**config.mk**
```make
export PLATFORM = sky130hd
export DESIGN_NAME = fetch_stage
export DESIGN_NICKNAME = d
export VERILOG_FILES = /design/src/rtl/cpu_pkg.sv /design/src/rtl/if_id_reg.sv /design/src/rtl/fetch_stage.sv
export SDC_FILE = /design/constraint.sdc
export NUM_CORES = 1
export LEC_CHECK = 0
export BUFFER_PORTS_ARGS = -buffer_cell sky130_fd_sc_hd__buf_2
export CAP_MARGIN = 5
export CORE_MARGIN = 2
export CORE_UTILIZATION = 49
export CTS_BUF_LIST = sky130_fd_sc_hd__clkbuf_16
export DETAILED_ROUTE_END_ITERATION = 16
export GPL_TIMING_DRIVEN = 0
export HOLD_SLACK_MARGIN = 0.06
export PLACE_DENSITY = 0.76
export SLEW_MARGIN = 10
export SYNTH_ARGS = -nofsm -noshare
export SYNTH_HDL_FRONTEND = slang
export SYNTH_HIERARCHICAL = 1
export SYNTH_SLANG_ARGS = --single-unit
```
**constraint.sdc**
```tcl
create_clock -name clk -period 1.9 [get_ports clk]
set_input_delay 0.19 -clock clk [delete_from_list [all_inputs] [get_ports clk]]
set_output_delay 0.19 -clock clk [all_outputs]
set_load 0.03 [all_outputs]
```
**src/rtl/cpu_pkg.sv**
```systemverilog
// Shared types and constants for the 8-bit teaching CPU.
// Opcodes, instruction field positions, default widths and fetch FSM states.
package cpu_pkg;

    localparam int PC_W_DEF    = 8;
    localparam int INSTR_W_DEF = 8;

    localparam logic [1:0] OP_RTYPE = 2'b00;
    localparam logic [1:0] OP_LW    = 2'b01;
    localparam logic [1:0] OP_SW    = 2'b10;
    localparam logic [1:0] OP_BEQ   = 2'b11;

    localparam int OP_HI = 7;
    localparam int OP_LO = 6;
    localparam int RS_HI = 5;
    localparam int RS_LO = 4;
    localparam int RT_HI = 3;
    localparam int RT_LO = 2;
    localparam int RD_HI = 1;
    localparam int RD_LO = 0;

    typedef enum logic [1:0] {
        S_IDLE  = 2'd0,
        S_FETCH = 2'd1,
        S_HOLD  = 2'd2
    } fetchState_t;

endpackage

```
**src/rtl/if_id_reg.sv**
```systemverilog
// IF/ID pipeline register: load, stall-hold and flush.
// An empty slot always reads as all-zero so a bubble decodes as op 00.
module if_id_reg
    import cpu_pkg::*;
#(
    parameter int PC_W    = PC_W_DEF,
    parameter int INSTR_W = INSTR_W_DEF
) (
    input  logic               clk,
    input  logic               reset,
    input  logic               load,
    input  logic               flush,
    input  logic               hold,
    input  logic [INSTR_W-1:0] instrD,
    input  logic [PC_W-1:0]    pcPlus1D,
    output logic               valid,
    output logic [INSTR_W-1:0] instr,
    output logic [PC_W-1:0]    pcPlus1
);

    always_ff @(posedge clk) begin
        if (reset || flush) begin
            valid   <= 1'b0;
            instr   <= '0;
            pcPlus1 <= '0;
        end else if (load) begin
            valid   <= 1'b1;
            instr   <= instrD;
            pcPlus1 <= pcPlus1D;
        end else if (!hold) begin
            // consumed by decode with nothing new behind it
            valid   <= 1'b0;
            instr   <= '0;
            pcPlus1 <= '0;
        end
    end

endmodule

```
**src/rtl/fetch_stage.sv**
```systemverilog
// Instruction fetch with req/valid imem handshake, skid buffer and IF/ID.
// Define FETCH_PERF_EN to add perf_fetched / perf_bubbles counters.
module fetch_stage
    import cpu_pkg::*;
#(
    parameter int              PC_W     = PC_W_DEF,
    parameter int              INSTR_W  = INSTR_W_DEF,
    parameter logic [PC_W-1:0] RESET_PC = '0
) (
    input  logic               clk,
    input  logic               reset,
    output logic               imem_req,
    output logic [PC_W-1:0]    imem_addr,
    input  logic               imem_valid,
    input  logic [INSTR_W-1:0] imem_rdata,
    input  logic               stall,
    input  logic               branch_taken,
    input  logic [PC_W-1:0]    branch_target,
    output logic               if_valid,
    output logic [INSTR_W-1:0] if_instr,
    output logic [PC_W-1:0]    if_pc_plus1,
    output logic [1:0]         op,
    output logic [1:0]         rs,
    output logic [1:0]         rt,
    output logic [1:0]         rd
`ifdef FETCH_PERF_EN
    ,
    output logic [15:0]        perf_fetched,
    output logic [15:0]        perf_bubbles
`endif
);

    fetchState_t        state, stateNext;
    logic [PC_W-1:0]    pc, pcNext, pcInc;
    logic               reqNext;
    logic [PC_W-1:0]    addrNext;
    logic               kill, killNext;
    logic               skidValid, skidValidNext;
    logic [INSTR_W-1:0] skidInstr, skidNext;
    logic               idLoad, idFlush;
    logic [INSTR_W-1:0] idInstr;
    logic               outstanding, done;

    assign pcInc       = pc + PC_W'(1);
    assign outstanding = imem_req && !imem_valid;
    assign done        = imem_req && imem_valid;

    always_ff @(posedge clk) begin
        if (reset) begin
            state     <= S_IDLE;
            pc        <= RESET_PC;
            imem_req  <= 1'b0;
            imem_addr <= RESET_PC;
            kill      <= 1'b0;
            skidValid <= 1'b0;
            skidInstr <= '0;
        end else begin
            state     <= stateNext;
            pc        <= pcNext;
            imem_req  <= reqNext;
            imem_addr <= addrNext;
            kill      <= killNext;
            skidValid <= skidValidNext;
            skidInstr <= skidNext;
        end
    end

    always_comb begin
        stateNext     = state;
        pcNext        = pc;
        reqNext       = imem_req;
        addrNext      = imem_addr;
        killNext      = kill;
        skidValidNext = skidValid;
        skidNext      = skidInstr;
        idLoad        = 1'b0;
        idFlush       = 1'b0;
        idInstr       = imem_rdata;
        if (branch_taken) begin
            idFlush       = 1'b1;
            skidValidNext = 1'b0;
            pcNext        = branch_target;
            stateNext     = S_FETCH;
            reqNext       = 1'b1;
            // an in-flight request must finish at its own address first
            if (outstanding) begin
                killNext = 1'b1;
            end else begin
                killNext = 1'b0;
                addrNext = branch_target;
            end
        end else begin
            unique case (state)
                S_IDLE: begin
                    stateNext = S_FETCH;
                    reqNext   = 1'b1;
                    addrNext  = pc;
                end
                S_FETCH: begin
                    if (done) begin
                        if (kill) begin
                            killNext = 1'b0;
                            addrNext = pc;
                        end else if (!stall || !if_valid) begin
                            idLoad   = 1'b1;
                            pcNext   = pcInc;
                            addrNext = pcInc;
                        end else begin
                            skidValidNext = 1'b1;
                            skidNext      = imem_rdata;
                            reqNext       = 1'b0;
                            stateNext     = S_HOLD;
                        end
                    end
                end
                S_HOLD: begin
                    if (!stall && skidValid) begin
                        idLoad        = 1'b1;
                        idInstr       = skidInstr;
                        skidValidNext = 1'b0;
                        pcNext        = pcInc;
                        addrNext      = pcInc;
                        reqNext       = 1'b1;
                        stateNext     = S_FETCH;
                    end
                end
                default: stateNext = S_IDLE;
            endcase
        end
    end

    if_id_reg #(
        .PC_W    (PC_W),
        .INSTR_W (INSTR_W)
    ) uIfId (
        .clk      (clk),
        .reset    (reset),
        .load     (idLoad),
        .flush    (idFlush),
        .hold     (stall),
        .instrD   (idInstr),
        .pcPlus1D (pcInc),
        .valid    (if_valid),
        .instr    (if_instr),
        .pcPlus1  (if_pc_plus1)
    );

    assign op = if_instr[OP_HI:OP_LO];
    assign rs = if_instr[RS_HI:RS_LO];
    assign rt = if_instr[RT_HI:RT_LO];
    assign rd = if_instr[RD_HI:RD_LO];

`ifdef FETCH_PERF_EN
    always_ff @(posedge clk) begin
        if (reset) begin
            perf_fetched <= '0;
            perf_bubbles <= '0;
        end else begin
            if (idLoad && perf_fetched != 16'hFFFF)
                perf_fetched <= perf_fetched + 16'd1;
            if (!if_valid && perf_bubbles != 16'hFFFF)
                perf_bubbles <= perf_bubbles + 16'd1;
        end
    end
`endif

endmodule

```
==> impl_results.md <==
- Outcome: complete, no violations
- Final net count: 377
- Fin crit share: 0.975
- Async SR Flop Fraction: 0
- Ys Warns: 6
- Post-Syn Nets: 315
- Synth area leaders: dfxtp_1 (36%), nand3b_1 (6.2%), nand2_1 (4.2%)
- H-tree Lvls: 2
- Hpwl dp: 4500 um
- GRT Residual Overflow: 0
- Initial antenna violation count: 0
- Fillcell total: 452
- Max frequency: 0.540 GHz
- Initial Utilization: 0.502
- Final instance area: 3230 um2
- Area of the multi-input gates: 1550 um2
- MaxCap Viol Count: 0
- Mapped Avg Cell Area: 8.75 um2
- Vias in the first global route: 2218
- Hold path startpoint: imem_rdata[0]
- Setup CP Type: flop to flop
- Most frequent cell after synthesis: dfxtp_1
- Post-synth EDFFs: 0
- Final Non-Filler Cells: 422
- Post-synth top area share: 0.364
- Inst Count DP: 413
- Core footprint: 5040 um2
- Pins Over Slew Limit: 0
- Most instantiated cells after synthesis: dfxtp_1 (46), nand2_1 (28), nor2_1 (27)
- # DRC: 0
- I/O pin count: 55
- Setup Total Neg Slack: 0 ns
- Critical Path End Type: flop
- Area Growth Syn to Fin: 27.5%
- Slew headroom: 0.573
- Die footprint: 5750 um2
- Mapped Area: 2530 um2
- Clock Latency Late Sink: 0.28 ns
- Power density cells: 739 nW/um2
- Area leader, netlist: dfxtp_1
- Total number of vias: 2324
- Worst hold slack: 0.158 ns
- First-pass GRT wire length: 10400 um
- Critical Path AT: 2.07 ns
- GRT Total Usage: 0.236
- CTS sink cnt: 46
- FF-to-FF Start: state[1]
- Power Total: 2.38 mW
- Clock buffer depth: 2
- VDD IR-drop max: 0.430 mV
- Placement Rows: 26
- WL per Instance: 15.6 um
- Cell variety after synth: 46
- Drt first pass iters: 4
- Num CTS Buffers: 5
- ANT cells: 0
- Largest net degree at the start of global routing: 15
- Post-Route WL: 6570 um
- Worst Tran Pin Value: 0.641 ns
- Port Buf Inserts: 54
- Unrepaired setup endpoints after global routing: yes
- Pre-CTS setup slack: -0.572 ns
- Register area: 927 um2
- Die H: 75.9 um
- CTS tree: done
- Cells after Synth: 289
- Skew final: 0.00709 ns
- Final hold violation count: 0
- Final ANT Viol Nets: 0
- Synthesis-stage register bit count: 46
- Crit path max fanout: 7
- Cell leakage power: 1.27 nW
- Register area share after synthesis: 0.364
- Clk pin slew, worst setup/hold paths: 0.06 ns
- Final setup viols: 0
- Worst Setup Slack, final: 0.0477 ns
- Initial DRC Count: 117
- Critical path launch point type: flop
- Die Span X: 75.9 um
- Placed cell areas: 2890 um2
- Worst Path Required: 2.12 ns
- Via density: 5.51
- CTS Root Cell: clkbuf_16
- Hold Crit Class: primary input to flop
- Crit path launch: state[1]
- Layout cells sized above 1: 0.384
- Final Util: 0.640
- Min Tclk post-route: 1.85 ns
- Final Wtd Congestion: 0.929
- Primary FF master, synth: dfxtp_1
## routing by layer
metal  vias up  GRT usage  part of all wire
met5         -          0                 0
met4         0     0.0702             0.011
met3         6     0.0278             0.053
met2        75      0.407              0.50
met1      1107      0.309              0.44
li1       1136          -                 -
## registers in the layout, summed over array words and instances (netlist names), 2 cells and up
name	cells
skidInstr	8
uIfId/pcPlus1	8
pc	8
uIfId/instr	8
state	2
imem_addr	8
## cells in the final DEF, fill, tap and decap left out, types with 5 or more instances in the layout
cell type / instances
xnor2_1: 11
inv_1: 8
a21oi_1: 13
clkbuf_16: 5
nand3_1: 5
nor3_1: 5
clkbuf_1: 5
mux2_2: 8
buf_2: 57
nor2_1: 25
and3_1: 5
nand3b_1: 21
mux2i_1: 9
a211oi_1: 11
buf_4: 13
dfxtp_1: 43
nand2_1: 27
o21ai_0: 6
a21oi_2: 10
## path summary, 6_finish.rpt
kind	end	slack, ns	cells after the start
hold reg to reg	imem_addr[6]	0.47	2
setup reg to reg	imem_addr[1]	0.05	7
setup / recovery	imem_addr[1]	0.05	7
hold / removal	skidInstr[0]	0.16	3
## cell type report
| type | count | share of cell area |
|---|---|---|
| Multi-Input combinational cell | 207 | 0.479 |
| Timing Repair Buffer | 56 | 0.0884 |
| Inverter | 9 | 0.0105 |
| Tap cell | 70 | 0.0271 |
| Clock inverter | 3 | 0.0128 |
| Buffer | 26 | 0.0562 |
| Clock buffer | 5 | 0.0388 |
| Sequential cell | 46 | 0.287 |
## power breakdown
group / total [mW] / switching [mW] / internal (mW)
Clock: 0.983 / 0.367 / 0.616
Sequential: 1.04 / 0.0369 / 0.999
Combinational: 0.364 / 0.217 / 0.147
## critical path, cell delays in order, from the launching register on
cell and delay (ns):
dfxtp_4 0.38, inv_1 0.08, ha_4 0.19, inv_2 0.08, a22oi_1 0.10, o311a_4 0.45
or3_1 0.37, a21oi_2 0.13
## kinds of logic (layout without fill, tap and decap cells)
| family | Yosys count | count (layout) | share of synthesized area |
|---|---|---|---|
| AOI/OAI and AO/OA | 62 | 62 | 0.180 |
| and+or+nand+nor | 111 | 111 | 0.239 |
| xor gates and xnor gates | 12 | 12 | 0.0415 |
| buffers and inverters | 36 | 99 | 0.0796 |
| adders and majority gates | 5 | 5 | 0.0247 |
| muxes | 17 | 17 | 0.0712 |
| DFF | 46 | 46 | 0.364 |
## timing repair
item | CTS | global route
hold buffers | 0 | 0
buffers inserted | 0 | 2
pin swaps | 0 | 3
endpoints found under the setup margin | 37 | 36
hold endpoints to repair | 0 | 0
gates resized for setup | 15 | 31
(Power assumes the default switching activity.)
